### src/rtl/hex_seq_pkg.sv
// Shared types and constants for the hex sequence controller.
// Holds the FSM states, the seven-segment codes and the value stepping helpers.
package hex_seq_pkg;

  typedef enum logic [1:0] {
    MANUAL = 2'd0,
    AUTO   = 2'd1,
    ERROR  = 2'd2
  } state_t;

  // Active-low segment codes, bit order g..a
  localparam logic [6:0] SEG_1   = 7'b1111001;
  localparam logic [6:0] SEG_2   = 7'b0100100;
  localparam logic [6:0] SEG_3   = 7'b0110000;
  localparam logic [6:0] SEG_4   = 7'b0011001;
  localparam logic [6:0] SEG_5   = 7'b0010010;
  localparam logic [6:0] ERR_SEG = 7'b0000110;

  localparam logic [2:0] VAL_MIN = 3'd1;
  localparam logic [2:0] VAL_MAX = 3'd5;

  function automatic logic [6:0] seg_of(input logic [2:0] v);
    logic [6:0] seg;
    case (v)
      3'd2:    seg = SEG_2;
      3'd3:    seg = SEG_3;
      3'd4:    seg = SEG_4;
      3'd5:    seg = SEG_5;
      default: seg = SEG_1;
    endcase
    return seg;
  endfunction

  // One step around the 1..5 ring in the requested direction
  function automatic logic [2:0] next_value(input logic [2:0] v, input logic up);
    logic [2:0] n;
    if (up) n = (v >= VAL_MAX) ? VAL_MIN : v + 3'd1;
    else    n = (v <= VAL_MIN) ? VAL_MAX : v - 3'd1;
    return n;
  endfunction

endpackage

### src/rtl/hex_seq_ctrl_key_debounce.sv
// Pushbutton conditioner: 2-flop synchronizer, stability counter and
// a one-cycle pulse on the debounced press (1->0) transition.
module key_debounce #(
  parameter int unsigned DEBOUNCE_CYCLES = 500000
) (
  input  logic clk,
  input  logic rst,
  input  logic key,
  output logic level,
  output logic fall
);

  localparam int unsigned CNT_W = (DEBOUNCE_CYCLES > 1) ? $clog2(DEBOUNCE_CYCLES) : 1;
  localparam logic [CNT_W-1:0] CNT_LAST = CNT_W'(DEBOUNCE_CYCLES - 1);

  logic             meta;
  logic             sync;
  logic [CNT_W-1:0] cnt;

  // Level flips on the Nth consecutive cycle that disagrees with it
  always_ff @(posedge clk or posedge rst) begin
    if (rst) begin
      meta  <= 1'b1;
      sync  <= 1'b1;
      level <= 1'b1;
      cnt   <= '0;
      fall  <= 1'b0;
    end else begin
      meta <= key;
      sync <= meta;
      fall <= 1'b0;
      if (sync == level) begin
        cnt <= '0;
      end else if (cnt == CNT_LAST) begin
        cnt   <= '0;
        level <= sync;
        fall  <= ~sync;
      end else begin
        cnt <= cnt + CNT_W'(1);
      end
    end
  end

endmodule

### src/rtl/hex_seq_ctrl.sv
// 1..5 sequencer shown on a seven-segment digit, stepped by a button in
// MANUAL, by a periodic timer in AUTO, frozen in ERROR on illegal switches.
module hex_seq_ctrl #(
  parameter int unsigned DEBOUNCE_CYCLES = 500000,
  parameter int unsigned AUTO_PERIOD     = 25000000
) (
  input  logic       CLOCK_50,
  input  logic       reset,
  input  logic [3:0] KEY,
  input  logic [9:0] SW,
  output logic [6:0] HEX0,
  output logic [2:0] value
);

  import hex_seq_pkg::*;

  localparam int unsigned TMR_W = (AUTO_PERIOD > 1) ? $clog2(AUTO_PERIOD) : 1;
  localparam logic [TMR_W-1:0] TMR_LAST = TMR_W'(AUTO_PERIOD - 1);

  state_t             state;
  state_t             state_nxt;
  logic [TMR_W-1:0]   timer;
  logic [TMR_W-1:0]   timer_nxt;
  logic [2:0]         value_nxt;
  logic               advance;
  logic               legal;
  logic               step;
  logic               clear;
  logic               clr_level;
  logic               unused_step_level;
  logic               unused_clr_fall;
  logic               unused_keys;

  assign legal       = (SW[9:2] == 8'd0);
  assign clear       = ~clr_level;
  assign unused_keys = ^KEY[3:2];

  key_debounce #(.DEBOUNCE_CYCLES(DEBOUNCE_CYCLES)) u_step_key (
    .clk   (CLOCK_50),
    .rst   (reset),
    .key   (KEY[0]),
    .level (unused_step_level),
    .fall  (step)
  );

  key_debounce #(.DEBOUNCE_CYCLES(DEBOUNCE_CYCLES)) u_clear_key (
    .clk   (CLOCK_50),
    .rst   (reset),
    .key   (KEY[1]),
    .level (clr_level),
    .fall  (unused_clr_fall)
  );

  // Next state, timer and value; clear overrides advances, illegal switches block them
  always_comb begin
    state_nxt = MANUAL;
    value_nxt = value;
    timer_nxt = timer;
    advance   = 1'b0;

    if (!legal)     state_nxt = ERROR;
    else if (SW[1]) state_nxt = AUTO;

    case (state)
      MANUAL: begin
        advance   = step;
        timer_nxt = '0;
      end
      AUTO: begin
        if (timer == TMR_LAST) begin
          advance   = 1'b1;
          timer_nxt = '0;
        end else begin
          timer_nxt = timer + TMR_W'(1);
        end
      end
      default: ;
    endcase

    if (state_nxt == AUTO && state != AUTO) timer_nxt = '0;
    if (advance && legal) value_nxt = next_value(value, SW[0]);
    if (clear) begin
      value_nxt = VAL_MIN;
      timer_nxt = '0;
    end
  end

  always_ff @(posedge CLOCK_50 or posedge reset) begin
    if (reset) begin
      state <= MANUAL;
      timer <= '0;
      value <= VAL_MIN;
      HEX0  <= SEG_1;
    end else begin
      state <= state_nxt;
      timer <= timer_nxt;
      value <= value_nxt;
      HEX0  <= (state_nxt == ERROR) ? ERR_SEG : seg_of(value_nxt);
    end
  end

endmodule

### config.mk
export PLATFORM = sky130hd
export DESIGN_NAME = hex_seq_ctrl
export DESIGN_NICKNAME = d
export VERILOG_FILES = /design/src/rtl/hex_seq_pkg.sv /design/src/rtl/hex_seq_ctrl_key_debounce.sv /design/src/rtl/hex_seq_ctrl.sv
export SDC_FILE = /design/constraint.sdc
export NUM_CORES = 1
export LEC_CHECK = 0
export CAP_MARGIN = 0
export CORE_MARGIN = 5
export CORE_UTILIZATION = 45
export CTS_CLUSTER_SIZE = 12
export DETAILED_ROUTE_END_ITERATION = 8
export DONT_BUFFER_PORTS = 1
export HOLD_SLACK_MARGIN = 0.06
export REMOVE_ABC_BUFFERS = 1
export SYNTH_ARGS = -nofsm -noshare
export SYNTH_HDL_FRONTEND = slang
export SYNTH_SLANG_ARGS = --single-unit
### constraint.sdc
create_clock -name CLOCK_50 -period 2.1 [get_ports CLOCK_50]
set_input_delay 0.21 -clock CLOCK_50 [delete_from_list [all_inputs] [get_ports CLOCK_50]]
set_output_delay 0.21 -clock CLOCK_50 [all_outputs]
set_load 0.05 [all_outputs]
# ---- Yosys cells after proc, flatten, opt, wreduce, memory -nomap -nowiden
# Cells that the tools add are included.
dict set report totals {
  register_bits 82
  inputBits 16
}
dict set report op_classes {
  addsub 5
  magnitude_cmp 2
  n_eq_ne 14
  muxes 21
  n_bitwise 3
  n_reduce_logical 6
}
# cell count
set op_table {}
lappend op_table {{19-bit 2-to-1 mux} 4}
lappend op_table {{25-bit 2-to-1 mux} 3}
lappend op_table {{25-bit case mux with 2 select lines} 1}
lappend op_table {{19-bit by 1-bit adder with 19-bit output, second input constant} 2}
lappend op_table {{19-bit == test, second input constant} 2}
lappend op_table {{7-bit case mux with 4 select lines} 1}
lappend op_table {{25-bit by 1-bit adder with 25-bit output, second input constant} 1}
lappend op_table {{25-bit == test, second input constant} 1}
lappend op_table {{3-bit 2-to-1 mux} 5}
lappend op_table {{8-bit zero test} 1}
lappend op_table {{7-bit 2-to-1 mux} 1}
lappend op_table {{3-bit by 2-bit == test with 1-bit output, second input constant} 2}
lappend op_table {{3-bit == test, second input constant} 2}
lappend op_table {{2-bit by 1-bit == test with 1-bit output, second input constant} 2}
lappend op_table {{1-bit 2-to-1 mux} 4}
lappend op_table {{4-bit inequality test, second input constant} 1}
lappend op_table {{2-bit AND reduction} 2}
lappend op_table {{3-bit by 1-bit adder with 3-bit output, second input constant} 1}
lappend op_table {{3-bit >= comparator, second input constant} 1}
lappend op_table {{3-bit by 1-bit less-or-equal comparator with 1-bit output, second input constant} 1}
lappend op_table {{1-bit inverter} 3}
lappend op_table {{3-bit by 1-bit subtractor with 3-bit output, second input constant} 1}
lappend op_table {{1-bit == test} 2}
lappend op_table {{2-bit == test, second input constant} 1}
lappend op_table {{5 further kinds} 6}

# ---- Depth between registers and ports, before layout
# Gate-level depths: netlist of run 1.
dict set report logic_depth {
  depth_word 9
  mapped_depth 8
}

# ---- By module
# Synthesis of run 1 repeated with hierarchy kept, for this count alone.
dict set report hier_totals {
  hier_cells 434
  hier_area_um2 4321.6
}
# mod instances cells_per_inst area_per_inst_um2 seq_area_each_um2
set by_module_without_submodules {}
lappend by_module_without_submodules {key_debounce 2 108 1157.4 579.3}
lappend by_module_without_submodules {hex_seq_ctrl 1 218 2006.9 907.1}

# ---- Least setup slack after synthesis of run 1
# OpenSTA, ideal clock, no wires.
dict set report synth_path {
  kind {reg-to-reg}
  startpoint {register value[1]}
  endpoint {register HEX0[1]}
  setup_ps 64
  arrival_time_ps 2366
  required_time_ps 2036
  setup_slack_ps -330
  path_stages_with_launch 9
  synth_period_minus_slack_ps 2430
  path_cell_list {dfrtp_1 -> inv_1 -> ha_1 -> nor4bb_1 -> o21ai_0 -> o311a_1 -> or3b_2 -> nor3_1 -> or3_1}
}
dict set report synth_via {
  elab_chain_cells 8
}
# element line
set synth_lines {}
lappend synth_lines {{start, declared} hex_seq_ctrl.sv:12} ;# output logic [2:0] value
lappend synth_lines {{start signal, assigned} hex_seq_ctrl.sv:97} ;# value <= value_nxt;
lappend synth_lines {{3-bit by 1-bit subtractor with 3-bit output (tied with other cells)} hex_seq_pkg.sv:38} ;# else n = (v <= VAL_MIN) ? VAL_MAX : v - 3'd1;
lappend synth_lines {{3-bit 2-to-1 mux, on equally long branches} {hex_seq_pkg.sv:38, hex_seq_pkg.sv:37}}
lappend synth_lines {{3-bit 2-to-1 mux} hex_seq_pkg.sv:37} ;# if (up) n = (v >= VAL_MAX) ? VAL_MIN : v + 3'd1;
lappend synth_lines {{3-bit 2-to-1 mux (*)} hex_seq_ctrl.sv:81} ;# if (advance && legal) value_nxt = next_value(value, SW[0]);
lappend synth_lines {{3-bit 2-to-1 mux (*)} hex_seq_ctrl.sv:82} ;# if (clear) begin
lappend synth_lines {{3-bit == test or 3-bit by 2-bit == test with 1-bit output (tied branches)} hex_seq_pkg.sv:24} ;# case (v)
lappend synth_lines {{7-bit case mux with 4 select lines (*)} hex_seq_pkg.sv:24}
lappend synth_lines {{7-bit 2-to-1 mux (*)} hex_seq_ctrl.sv:98} ;# HEX0 <= (state_nxt == ERROR) ? ERR_SEG : seg_of(value_nxt);
lappend synth_lines {{end signal, assigned} hex_seq_ctrl.sv:98}
lappend synth_lines {{end, declared} hex_seq_ctrl.sv:11} ;# output logic [6:0] HEX0,
# Mark *: on every way between the ends. The rest lies on a longest branch, timed or not.
# A chain may end at the register's enable or synchronous reset.

# ---- Final worst setup path of run 1
dict set report layout_path {
  startpoint {register timer[0]}
  endpoint {register HEX0[1]}
}
dict set report layout_via {
  elab_chain_cells 9
}
# element line
set layout_lines {}
lappend layout_lines {{start, declared} hex_seq_ctrl.sv:22} ;# logic [TMR_W-1:0] timer;
lappend layout_lines {{start signal, assigned} hex_seq_ctrl.sv:96} ;# timer <= timer_nxt;
lappend layout_lines {{25-bit == test (*)} hex_seq_ctrl.sv:70} ;# if (timer == TMR_LAST) begin
lappend layout_lines {{1-bit 2-to-1 mux (*)} hex_seq_ctrl.sv:70}
lappend layout_lines {{1-bit case mux with 2 select lines (*)} hex_seq_ctrl.sv:64} ;# case (state)
lappend layout_lines {{1-bit logical AND (*)} hex_seq_ctrl.sv:81}
lappend layout_lines {{3-bit 2-to-1 mux (*)} hex_seq_ctrl.sv:81}
lappend layout_lines {{3-bit 2-to-1 mux (*)} hex_seq_ctrl.sv:82}
lappend layout_lines {{3-bit == test or 3-bit by 2-bit == test with 1-bit output (tied branches)} hex_seq_pkg.sv:24}
lappend layout_lines {{7-bit case mux with 4 select lines (*)} hex_seq_pkg.sv:24}
lappend layout_lines {{7-bit 2-to-1 mux (*)} hex_seq_ctrl.sv:98}
# Marks and branches as above.

==> results of run 1 <==
==> worst register-to-register path, cell delays in order (launching register included) <==
cell                      delay, ns
sky130_fd_sc_hd__dfrtp_1       0.36
sky130_fd_sc_hd__ha_2          0.18
sky130_fd_sc_hd__nand3_1       0.10
sky130_fd_sc_hd__or3_4         0.36
sky130_fd_sc_hd__o31ai_4       0.31
sky130_fd_sc_hd__nand3_4       0.10
sky130_fd_sc_hd__nor3b_1       0.16
sky130_fd_sc_hd__or3_1         0.34
==> power by group through the flow <==
stage          sequential [mW]  combinational [mW]  clock, mW
6_report                  1.59              0.0870       1.05
5_1_grt                   1.59               0.102       1.16
4_1_cts                   1.59              0.0909       1.09
3_5_place_dp              1.62              0.0844          0
3_3_place_gp              1.62              0.0830          0
2_1_floorplan             1.62              0.0536          0
==> per-layer routing <==
layer,vias to the layer above,track usage (%)
met5,-,0
met4,0,3.288
li1,1486,-
met2,37,23.03
met1,1428,19.79
met3,7,4.932
==> through the flow <==
step	hold WS [ns]	std cells	worst slack, ns	total power, mW	TNS [ns]
after global placement	0.2145	539	0.03268	1.702	0
after floorplan	0.2145	404	-0.3301	1.670	-13.28
after detailed placement	0.2146	539	-0.03284	1.704	-0.05201
after CTS	0.09024	560	0.001369	2.769	0
final	0.1114	563	0.05257	2.722	0
after global routing	0.09497	563	-0.02786	2.855	-0.09852
==> flip-flops by register name, summed over array words and instances (netlist names), 2 cells and up <==
name / count
timer: 25
u_clear_key.cnt: 19
u_step_key.cnt: 19
HEX0: 6
value: 3
state: 2
==> final cells by class <==
type / instances / area, µm² / area share [%]
tap: 108 / 135.1 / 2.888
clock buffer: 10 / 137.6 / 2.941
inverter: 13 / 50.05 / 1.070
sequential: 81 / 2042 / 43.64
multi-input combinational: 310 / 1971 / 42.11
clock inverter: 6 / 42.54 / 0.9091
timing repair buffer: 35 / 301.5 / 6.444
==> cells by family (layout without fill, tap and decap cells) <==
logic type	Yosys count	after routing	share of synthesized area, %
AOI/OAI and AO/OA	25	25	4.744
xor gates and xnor gates	53	53	11.50
adders and majority gates	6	6	1.860
buffers and inverters	22	64	2.264
DFF	81	81	50.57
muxes	9	9	2.357
and+or+nand+nor	217	217	26.70
==> cell usage after synthesis, types with 2 or more instances <==
master	number
sky130_fd_sc_hd__nor4_1	6
sky130_fd_sc_hd__a31oi_1	7
sky130_fd_sc_hd__xnor2_1	30
sky130_fd_sc_hd__nand3_1	24
sky130_fd_sc_hd__and2_1	4
sky130_fd_sc_hd__a21oi_1	3
sky130_fd_sc_hd__a22o_1	3
sky130_fd_sc_hd__nand4_1	17
sky130_fd_sc_hd__xor2_1	23
sky130_fd_sc_hd__and3_1	11
sky130_fd_sc_hd__or4_1	3
sky130_fd_sc_hd__and4_1	5
sky130_fd_sc_hd__nor3_1	7
sky130_fd_sc_hd__dfstp_2	11
sky130_fd_sc_hd__nor2_1	89
sky130_fd_sc_hd__nor4b_1	2
sky130_fd_sc_hd__inv_1	13
sky130_fd_sc_hd__nor2b_1	2
sky130_fd_sc_hd__dfrtp_1	70
sky130_fd_sc_hd__nand2_1	30
sky130_fd_sc_hd__or3_1	3
sky130_fd_sc_hd__clkbuf_1	4
sky130_fd_sc_hd__o21ai_0	3
sky130_fd_sc_hd__mux2i_1	5
sky130_fd_sc_hd__mux2_2	4
sky130_fd_sc_hd__nand2b_1	3
sky130_fd_sc_hd__buf_2	4
sky130_fd_sc_hd__nor3b_1	2
sky130_fd_sc_hd__a211oi_1	2
sky130_fd_sc_hd__ha_1	6
==> worst max path at each step <==
stage                         from   endpoint  slack [ns]
final                     timer[0]    HEX0[1]        0.05
after CTS                 timer[0]  timer[24]       0.001
after detailed placement  value[1]    HEX0[1]       -0.03
after floorplan           value[1]    HEX0[1]       -0.33
after global placement    timer[1]  timer[24]        0.03
after global routing      timer[0]    HEX0[1]       -0.03
==> repair_timing <==
item | in CTS | in global routing
hold endpoints to repair | 33 | 0
cloned | 0 | 0
hold buffers | 4 | 0
buffers inserted | 1 | 3
setup endpoints to repair | 2 | 30
resized for setup | 1 | 17
pin swaps | 0 | 6
==> summary.log, run 1 <==
[status] status finished, final reports clean
[clocking] CTS tree built
[die] die area 0.01096 mm²
[routing] drt initial violations 99
[setup_path] Crit. path cell count 7
[logic_synthesis] post-synth cell types 47
[setup_path] kind of start point of the critical path flip-flop
[routing] routed length on met1 3.820 mm
[routing] count of unresolved DRC violations after routing 0
[clocking] number of buffers created by CTS 9
[sta] number of hold violations in the final report 0
[layout] fillcell total 799
[layout] P&R area growth vs syn 15.97%
[logic_synthesis] number of enable flip-flop cells after synthesis 0
[routing] number of nets with antenna violations after routing 0
[grt] first-pass GRT wire length 13.43 mm
[power] switching power share of the total 23.93%
[routing] number of vias after detailed routing 2,958
[hold_path] Hold Path Depth 2
[setup_path] kind of critical path flip-flop to flip-flop
[setup_path] reg2reg end HEX0[1]
[die] std cell rows 34
[hold_path] type of the most critical hold path primary input to flip-flop
[setup_path] Reg2Reg Depth 7
[logic_synthesis] gate count of the mapped netlist 413
[power] clock group share of total power 38.4%
[hold_path] Worst Hold Launch SW[8]
[clocking] CTS Root Buffer Type sky130_fd_sc_hd__clkbuf_8
[setup_path] required time worst endpoint 2.33 ns
[clocking] clock-pin slew on the worst setup and hold paths 0.09 ns
[routing] met2 routed WL 3.579 mm
[power] Leak 1.950 nW
[setup_path] Worst path slowest cell sky130_fd_sc_hd__dfrtp_1
[layout] most used cells in the layout excluding fill and tap cells sky130_fd_sc_hd__nor2_1 (87), sky130_fd_sc_hd__dfrtp_1 (69), sky130_fd_sc_hd__nand2_1 (30), sky130_fd_sc_hd__xnor2_1 (30), sky130_fd_sc_hd__buf_4 (28)
[placement] cell area after placement 0.004357 mm²
[logic_synthesis] area fraction of the dominant cell type after synthesis 43.41%
[layout] fraction of layout instances using a drive strength above 1 18.24%
[sta] Min Clock Period, post-route 2.047 ns
[sta] unrepaired setup endpoints after global routing yes
[die] die extent in y 104.7 µm
[grt] maximum number of pins on one net before global-route repair 39
[grt] antenna violations before repair 0
[setup_path] start of the worst register-to-register path timer[0]
[layout] most common library cell in the layout ignoring fill and taps sky130_fd_sc_hd__nor2_1
[layout] n_diodes 0
[flow_run] Max Cap Violations 0
[sta] slew of the pin with the lowest slew margin 0.6684 ns
[placement] detailed placer's ending HPWL 5.396 mm
[sta] fmax 488.4 MHz
[sta] worst clock skew 0.01123 ns
[power] portion of total power attributed to combinational logic 3.2%
[power] highest ir drop seen on vdd 0.0002619 V
[power] switching pwr 0.6513 mW
[die] number of placed I/O pins 26
[logic_synthesis] top post-synthesis cells by area sky130_fd_sc_hd__dfrtp_1 (43%), sky130_fd_sc_hd__nor2_1 (8.3%), sky130_fd_sc_hd__dfstp_2 (7.2%)
[setup_path] type of destination of the critical path flip-flop
[logic_synthesis] per-instance average area after synthesis 9.770 µm²
[logic_synthesis] Seq cells post-synth 81
[clocking] number of levels in the clock H-tree 3
[routing] wire per inst 13.83 µm
[layout] net total in the final layout 472
[routing] met3 wirelength from detailed routing 316 µm
[logic_synthesis] dominant cell type by area after synthesis sky130_fd_sc_hd__dfrtp_1
[grt] sum of overflow across all layers after global routing 0
[routing] detail-routed via count per cell 5.254
[logic_synthesis] share of synthesized registers carrying an async set or reset 100.0%
[logic_synthesis] Seq/Total Area, Yosys 50.57%
[placement] number of input and output port buffers inserted 0
[grt] via count of the first global-routing pass 2,832
[logic_synthesis] synthesized area 0.004035 mm²
[power] Seq pwr share 58.4%
[layout] core utilization of the finished layout 53.66%
[sta] final setup violation count 0
[routing] iteration count of the initial detailed-routing pass 4
[logic_synthesis] most used flip-flop cell after synthesis sky130_fd_sc_hd__dfrtp_1
[hold_path] endpoint of the worst hold path state[0]
[routing] detailed-route wire length 7.789 mm
[power] power density over the cells 581.6 mW/mm²
[placement] Final GP Congestion 0.7772
[setup_path] data arrival time of the worst path 2.28 ns
[sta] final-report max-slew violation count 0
[setup_path] top cell family by delay on the critical path simple AND/OR/NAND/NOR gates
[sta] final cycle utilization of the critical path 97.50%
[setup_path] flop2flop setup slack 0.05 ns
[logic_synthesis] count of synthesis-stage warnings from yosys 0
[power] total internal power 2.070 mW
[setup_path] critical-path cell list ha_2 > nand3_1 > or3_4 > o31ai_4 > nand3_4 > nor3b_1 > or3_1
[setup_path] critical-path maximum fanout 3
[layout] final cell area excluding filler cells 0.004679 mm²
[die] Horiz. Die Dim 104.7 µm
[setup_path] number of buffers and inverters on the critical path 0
[die] effective utilization at floorplan 46.27%
[clocking] clock sink total 81
[clocking] deepest clock path buffer count 2
[grt] All-Layer GR Usage 14.65%
[routing] uppermost routed layer met4
[sta] headroom to the max-slew limit 55.39%
[die] total core area 0.008721 mm²
[setup_path] slowest stage delay, CP 0.36 ns
[clocking] clock network latency to the later pin of the worst-skew pair 0.35 ns
Note: power is estimated with default switching activity, not from simulation.
==> inputs of run 2 (changes only) <==
clock period = 1.81 ns   (was 2.1 ns; I/O delays follow)
==> run 2 against run 1 <==
The run now ends with negative setup slack left; register-to-register slack got worse by 0.25 ns; fmax increased by 2.0%; clock power increased by 13%; highest routed layer unchanged; non-clock buffer count increased by 58; utilization increased by 10 points; clock skew decreased by 0.0018 ns; largest cell class is now multi-input gates.
==> summary.log, run 2 (synthesis results as in run 1) <==
[hold_path] Worst Hold Launch SW[8]
[setup_path] flop2flop setup slack -0.20 ns [-0.25 ns]
[layout] final cell area excluding filler cells 0.005575 mm² [+19%]
[placement] Final GP Congestion 0.8513 [+9.5%]
[clocking] CTS Root Buffer Type sky130_fd_sc_hd__clkbuf_8
[setup_path] Reg2Reg Depth 8 [+1]
[power] highest ir drop seen on vdd 0.0004106 V [+57%]
[sta] final setup TNS -4.762 ns [-4.762 ns]
[layout] most used cells in the layout excluding fill and tap cells sky130_fd_sc_hd__buf_4 (76), sky130_fd_sc_hd__dfrtp_1 (69), sky130_fd_sc_hd__nor2_1 (56)
[routing] number of vias after detailed routing 3,285 [+11%]
[grt] All-Layer GR Usage 16.61% [+2.0 points]
[status] failing checks negative setup slack
[setup_path] start of the worst register-to-register path timer[0]
[routing] number of nets with antenna violations after routing 0 [unchanged]
[setup_path] Worst path slowest cell sky130_fd_sc_hd__dfrtp_1
[clocking] CTS tree built
[power] total chip power 3.173 mW [+17%]
[placement] number of input and output port buffers inserted 0 [unchanged]
[layout] net total in the final layout 531 [+13%]
[power] switching pwr 0.7568 mW [+16%]
[power] Seq pwr share 58.2% [-0.2 points]
[sta] final cycle utilization of the critical path 110.9% [+13 points]
[sta] headroom to the max-slew limit 66.00% [+11 points]
[routing] detail-routed via count per cell 5.281 [+0.52%]
[setup_path] type of destination of the critical path flip-flop
[power] total internal power 2.416 mW [+17%]
[layout] Largest regs timer x25, u_clear_key.cnt x19, u_step_key.cnt x19
[routing] count of unresolved DRC violations after routing 0 [unchanged]
[clocking] number of buffers created by CTS 9 [unchanged]
[placement] minimum setup slack after placement -0.2649 ns [-0.2320 ns]
[grt] via count of the first global-routing pass 3,336 [+18%]
[clocking] number of levels in the clock H-tree 3 [unchanged]
[sta] worst clock skew 0.009453 ns [-0.001773 ns]
[grt] maximum number of pins on one net before global-route repair 82 [+110%]
[grt] first-pass GRT wire length 14.98 mm [+12%]
[setup_path] beginning of the critical path timer[0]
[layout] P&R area growth vs syn 38.17%
[flow_run] Max Cap Violations 0 [unchanged]
[die] std cell rows 34 [unchanged]
[sta] worst-case hold slack 0.07763 ns [-0.03379 ns]
[layout] number of flip-flops under the largest register name 25 [unchanged]
[setup_path] critical-path cell list ha_2 > nand3_2 > or3_4 > o31ai_4 > buf_6 > nand3_4 > nor3b_1 > or3_1
[setup_path] kind of critical path flip-flop to flip-flop
[setup_path] data arrival time of the worst path 2.25 ns [-0.03 ns]
[routing] drt initial violations 108 [+9.1%]
[hold_path] type of the most critical hold path primary input to flip-flop
[routing] detailed-route wire length 9.224 mm [+18%]
[setup_path] required time worst endpoint 2.05 ns [-0.28 ns]
[setup_path] reg2reg end HEX0[1]
[layout] core utilization of the finished layout 63.93% [+10 points]
[die] Horiz. Die Dim 104.7 µm [unchanged]
[die] die extent in y 104.7 µm [unchanged]
[die] total core area 0.008721 mm² [unchanged]
[layout] fraction of layout instances using a drive strength above 1 38.13% [+20 points]
[sta] number of hold violations in the final report 0 [unchanged]
[sta] post-route setup slack -0.1966 ns [-0.2492 ns]
[layout] fillcell total 697 [-13%]
[power] Leak 2.338 nW [+20%]
[die] number of placed I/O pins 26 [unchanged]
[die] effective utilization at floorplan 46.27% [unchanged]
[sta] final setup violation count 52 [+52]
[layout] most common library cell in the layout ignoring fill and taps sky130_fd_sc_hd__buf_4
[grt] antenna violations before repair 0 [unchanged]
[routing] wire per inst 14.83 µm [+7.2%]
[setup_path] slowest stage delay, CP 0.36 ns [about the same]
[clocking] clock network latency to the later pin of the worst-skew pair 0.35 ns [about the same]
[sta] final-report max-slew violation count 0 [unchanged]
[hold_path] endpoint of the worst hold path state[0]
[placement] cell area after placement 0.004720 mm² [+8.3%]
[hold_path] Hold Path Depth 2 [unchanged]
[layout] register containing the most flip-flops in the final layout timer
[power] clock group share of total power 37.5% [-0.9 points]
[power] switching power share of the total 23.85% [-0.078 points]
[status] status complete, but fails checks
[power] portion of total power attributed to combinational logic 4.4% [+1.2 points]
[placement] Placed Instances 584 [+8.3%]
[clocking] clock sink total 81 [unchanged]
[power] power density over the cells 569.1 mW/mm² [-2.2%]
[grt] sum of overflow across all layers after global routing 0 [unchanged]
[routing] iteration count of the initial detailed-routing pass 4 [unchanged]
[layout] n_diodes 0 [unchanged]
[placement] detailed placer's ending HPWL 5.809 mm [+7.7%]
[die] die area 0.01096 mm² [unchanged]
[sta] fmax 498.3 MHz [+2.0%]
[setup_path] critical-path maximum fanout 4 [+1]
[setup_path] kind of start point of the critical path flip-flop
[sta] Min Clock Period, post-route 2.007 ns [-0.04080 ns]
[clocking] deepest clock path buffer count 2 [unchanged]
[clocking] clock-pin slew on the worst setup and hold paths 0.08 ns [about the same]
[sta] unrepaired setup endpoints after global routing yes
[layout] non-filler instance count after layout 622 [+10%]
[sta] slew of the pin with the lowest slew margin 0.5053 ns [-0.1631 ns]
==> run 2: cell count changes in the layout (fill, tap and decap cells not counted), moves of 4 or more <==
cell | previous run | this run
sky130_fd_sc_hd__nor2_2 | 1 | 9
sky130_fd_sc_hd__nor2_1 | 87 | 56
sky130_fd_sc_hd__nor2_4 | 2 | 25
sky130_fd_sc_hd__buf_6 | 1 | 5
sky130_fd_sc_hd__nor3_1 | 6 | 1
sky130_fd_sc_hd__buf_4 | 28 | 76
==> run 2: cell type report <==
class                   count  area, µm²  share of cell area [%]
flip-flops and latches     81       2042                   36.62
clock inverters             5      31.28                  0.5610
clock buffers              11      141.4                   2.536
inverters                  13      50.05                  0.8977
repair buffers             93      834.6                   14.97
multi-input cells         311       2341                   41.99
well taps                 108      135.1                   2.424
==> run 2: how the worst max path moves through the flow <==
stage / endpoint / slack [ns] / cells past startpoint
4_1_cts: HEX0[1] / -0.20 / 7
5_1_grt: HEX0[1] / -0.27 / 8
3_5_place_dp: timer[21] / -0.26 / 7
2_1_floorplan: HEX0[1] / -0.62 / 8
6_report: HEX0[1] / -0.20 / 8
3_3_place_gp: timer[21] / -0.20 / 7
==> run 2: per-layer routing <==
metal / global-route usage, % / up-vias / share of wire, %
met5: 0 / - / 0
met4: 6.667 / 0 / 1.9
met3: 4.686 / 14 / 3.8
met2: 27.60 / 47 / 50
met1: 20.43 / 1619 / 44
li1: - / 1605 / -
==> run 2: power groups by stage <==
stage | combinational (mW) | sequential, mW | clock [mW]
final | 0.139 | 1.85 | 1.19
after global routing | 0.156 | 1.85 | 1.31
after CTS | 0.132 | 1.84 | 1.23
after detailed placement | 0.101 | 1.88 | 0
after global placement | 0.0996 | 1.88 | 0
after floorplan | 0.0622 | 1.88 | 0
==> run 2: critical path, delay by kind of cell, from the launching register on <==
kind / cells / cell delay, ns
DFF: 1 / 0.36
AOI/OAI and AO/OA: 1 / 0.18
and+or+nand+nor: 5 / 1.01
adders and majority gates: 1 / 0.19
buffers and inverters: 1 / 0.15
==> run 2: timing repair <==
action                     in CTS  in global routing
setup endpoints to repair      54                 73
gates cloned                    2                  3
gates resized for setup        22                 94
hold endpoints to repair       73                  0
setup buffers                   9                  7
pin swaps                      11                 46
hold buffers                    4                  0
==> inputs of run 3 (changes only) <==
RECOVER_POWER = 50   (was default)
==> run 3 against run 2 <==
The flow still finishes with violations (negative setup slack); clock skew about the same; fmax hardly changed; cell count is the same; critical path depth is the same; count of clock-buffer cells in the layout did not move; first-iteration DRC count unchanged; worst setup slack is essentially flat; critical endpoint unchanged.
==> summary.log, run 3 (synthesis results as in run 1) <==
[layout] most used cells in the layout excluding fill and tap cells sky130_fd_sc_hd__buf_4 (76), sky130_fd_sc_hd__dfrtp_1 (69), sky130_fd_sc_hd__nor2_1 (56)
[grt] maximum number of pins on one net before global-route repair 82 [unchanged]
[sta] final cycle utilization of the critical path 110.9% [about the same]
[setup_path] flop2flop setup slack -0.20 ns [about the same]
[setup_path] critical-path maximum fanout 4 [unchanged]
[clocking] number of levels in the clock H-tree 3 [unchanged]
[flow_run] Max Cap Violations 0 [unchanged]
[setup_path] kind of critical path flip-flop to flip-flop
[routing] iteration count of the initial detailed-routing pass 4 [unchanged]
[hold_path] type of the most critical hold path primary input to flip-flop
[sta] slew of the pin with the lowest slew margin 1.093 ns [+0.5876 ns]
[die] total core area 0.008721 mm² [unchanged]
[power] power density over the cells 569.0 mW/mm² [about the same]
[die] number of placed I/O pins 26 [unchanged]
[die] die extent in y 104.7 µm [unchanged]
[die] Horiz. Die Dim 104.7 µm [unchanged]
[clocking] clock-pin slew on the worst setup and hold paths 0.08 ns [about the same]
[setup_path] data arrival time of the worst path 2.25 ns [about the same]
[sta] Min Clock Period, post-route 2.006 ns [-0.0001390 ns]
[sta] post-route setup slack -0.1965 ns [+0.0001390 ns]
[power] highest ir drop seen on vdd 0.0004124 V [+0.44%]
[routing] detail-routed via count per cell 5.260 [-0.40%]
[clocking] CTS tree built
[routing] number of nets with antenna violations after routing 0 [unchanged]
[layout] core utilization of the finished layout 63.79% [-0.14 points]
[clocking] deepest clock path buffer count 2 [unchanged]
[sta] fmax 498.4 MHz [about the same]
[layout] net total in the final layout 531 [unchanged]
[clocking] clock network latency to the later pin of the worst-skew pair 0.35 ns [about the same]
[placement] minimum setup slack after placement -0.2649 ns [unchanged]
[sta] final setup TNS -4.800 ns [-0.03773 ns]
[layout] final cell area excluding filler cells 0.005563 mm² [-0.22%]
[setup_path] top cell family by delay on the critical path simple AND/OR/NAND/NOR gates
[sta] number of hold violations in the final report 0 [unchanged]
[die] effective utilization at floorplan 46.27% [unchanged]
[sta] headroom to the max-slew limit 27.14% [-39 points]
[sta] final setup violation count 52 [unchanged]
[grt] first-pass GRT wire length 14.98 mm [unchanged]
[placement] Placed Instances 584 [unchanged]
[status] failing checks negative setup slack
[clocking] number of buffers created by CTS 9 [unchanged]
[setup_path] kind of start point of the critical path flip-flop
[setup_path] slowest stage delay, CP 0.36 ns [about the same]
[clocking] CTS Root Buffer Type sky130_fd_sc_hd__clkbuf_8
[die] std cell rows 34 [unchanged]
[layout] fraction of layout instances using a drive strength above 1 38.13% [unchanged]
[placement] cell area after placement 0.004720 mm² [unchanged]
[power] Leak 2.329 nW [-0.37%]
[die] die area 0.01096 mm² [unchanged]
[routing] wire per inst 14.82 µm [about the same]
[sta] worst clock skew 0.009224 ns [-0.0002293 ns]
[layout] non-filler instance count after layout 622 [unchanged]
[grt] via count of the first global-routing pass 3,336 [unchanged]
[routing] detailed-route wire length 9.216 mm [about the same]
[layout] n_diodes 0 [unchanged]
[setup_path] number of buffers and inverters on the critical path 1 [unchanged]
[sta] worst-case hold slack 0.07760 ns [-0.00003220 ns]
[setup_path] Worst path slowest cell sky130_fd_sc_hd__dfrtp_1
[routing] count of unresolved DRC violations after routing 0 [unchanged]
[placement] number of input and output port buffers inserted 0 [unchanged]
[setup_path] type of destination of the critical path flip-flop
[power] total chip power 3.165 mW [-0.24%]
[layout] most common library cell in the layout ignoring fill and taps sky130_fd_sc_hd__buf_4
[clocking] clock sink total 81 [unchanged]
[sta] unrepaired setup endpoints after global routing yes
[setup_path] required time worst endpoint 2.05 ns [about the same]
[routing] drt initial violations 108 [unchanged]
[sta] final-report max-slew violation count 0 [unchanged]
[layout] register containing the most flip-flops in the final layout timer
[status] status complete, but fails checks
[layout] number of flip-flops under the largest register name 25 [unchanged]
[placement] detailed placer's ending HPWL 5.809 mm [unchanged]
[grt] All-Layer GR Usage 16.61% [unchanged]
[layout] P&R area growth vs syn 37.86%
[placement] Final GP Congestion 0.8513 [unchanged]
[setup_path] critical-path cell list ha_2 > nand3_2 > or3_4 > o31ai_4 > buf_6 > nand3_4 > nor3b_1 > or3_1
[grt] antenna violations before repair 0 [unchanged]
[layout] fillcell total 697 [unchanged]
[layout] Largest regs timer x25, u_clear_key.cnt x19, u_step_key.cnt x19
[routing] number of vias after detailed routing 3,272 [-0.40%]
[grt] sum of overflow across all layers after global routing 0 [unchanged]
==> run 3: cell count changes in the layout (fill, tap and decap cells not counted) <==
cell	change
sky130_fd_sc_hd__clkinv_2	-1
sky130_fd_sc_hd__clkbuf_4	+1
sky130_fd_sc_hd__buf_12	-1
sky130_fd_sc_hd__clkinvlp_2	+1
==> run 3: power breakdown <==
group          total, mW  switching [mW]  internal, mW  leakage, nW
logic              0.134          0.0818        0.0526         1.17
clock network       1.18           0.654         0.531       0.0891
registers           1.85          0.0173          1.83         1.07
total               3.17           0.753          2.41         2.33
==> run 3: final cells by class <==
| class | count | area (µm²) | area share (%) |
|---|---|---|---|
| Clock buffer | 11 | 141.4 | 2.542 |
| Clock inverter | 5 | 31.28 | 0.5623 |
| Inverter | 13 | 50.05 | 0.8997 |
| Multi-Input combinational cell | 311 | 2341 | 42.08 |
| Sequential cell | 81 | 2042 | 36.71 |
| Tap cell | 108 | 135.1 | 2.429 |
| Timing Repair Buffer | 93 | 822.0 | 14.78 |
==> run 3: what timing repair did <==
action,in CTS,in global routing
gates resized for setup,22,94
setup endpoints to repair,54,73
hold buffers,4,0
gates cloned,2,3
buffers inserted,9,7
endpoints found under the hold margin,73,0
pin swaps,11,46
==> run 3: layer usage <==
metal	global-route usage, %	part of all wire (%)	up-vias
li1	-	-	1603
met1	20.43	43	1604
met2	27.60	50	51
met3	4.686	4.3	14
met4	6.667	1.9	0
met5	0	0	-
==> run 3: worst paths after layout <==
path,end,startpoint,cells after the start
worst max-delay path,HEX0[1],timer[0],8
min in group asynchronous,timer[6],reset,3
worst min register to register,u_step_key.sync,u_step_key.meta,0
worst min-delay path,state[0],SW[8],2
max in group asynchronous,u_step_key.cnt[0],reset,3
worst max register to register,HEX0[1],timer[0],8
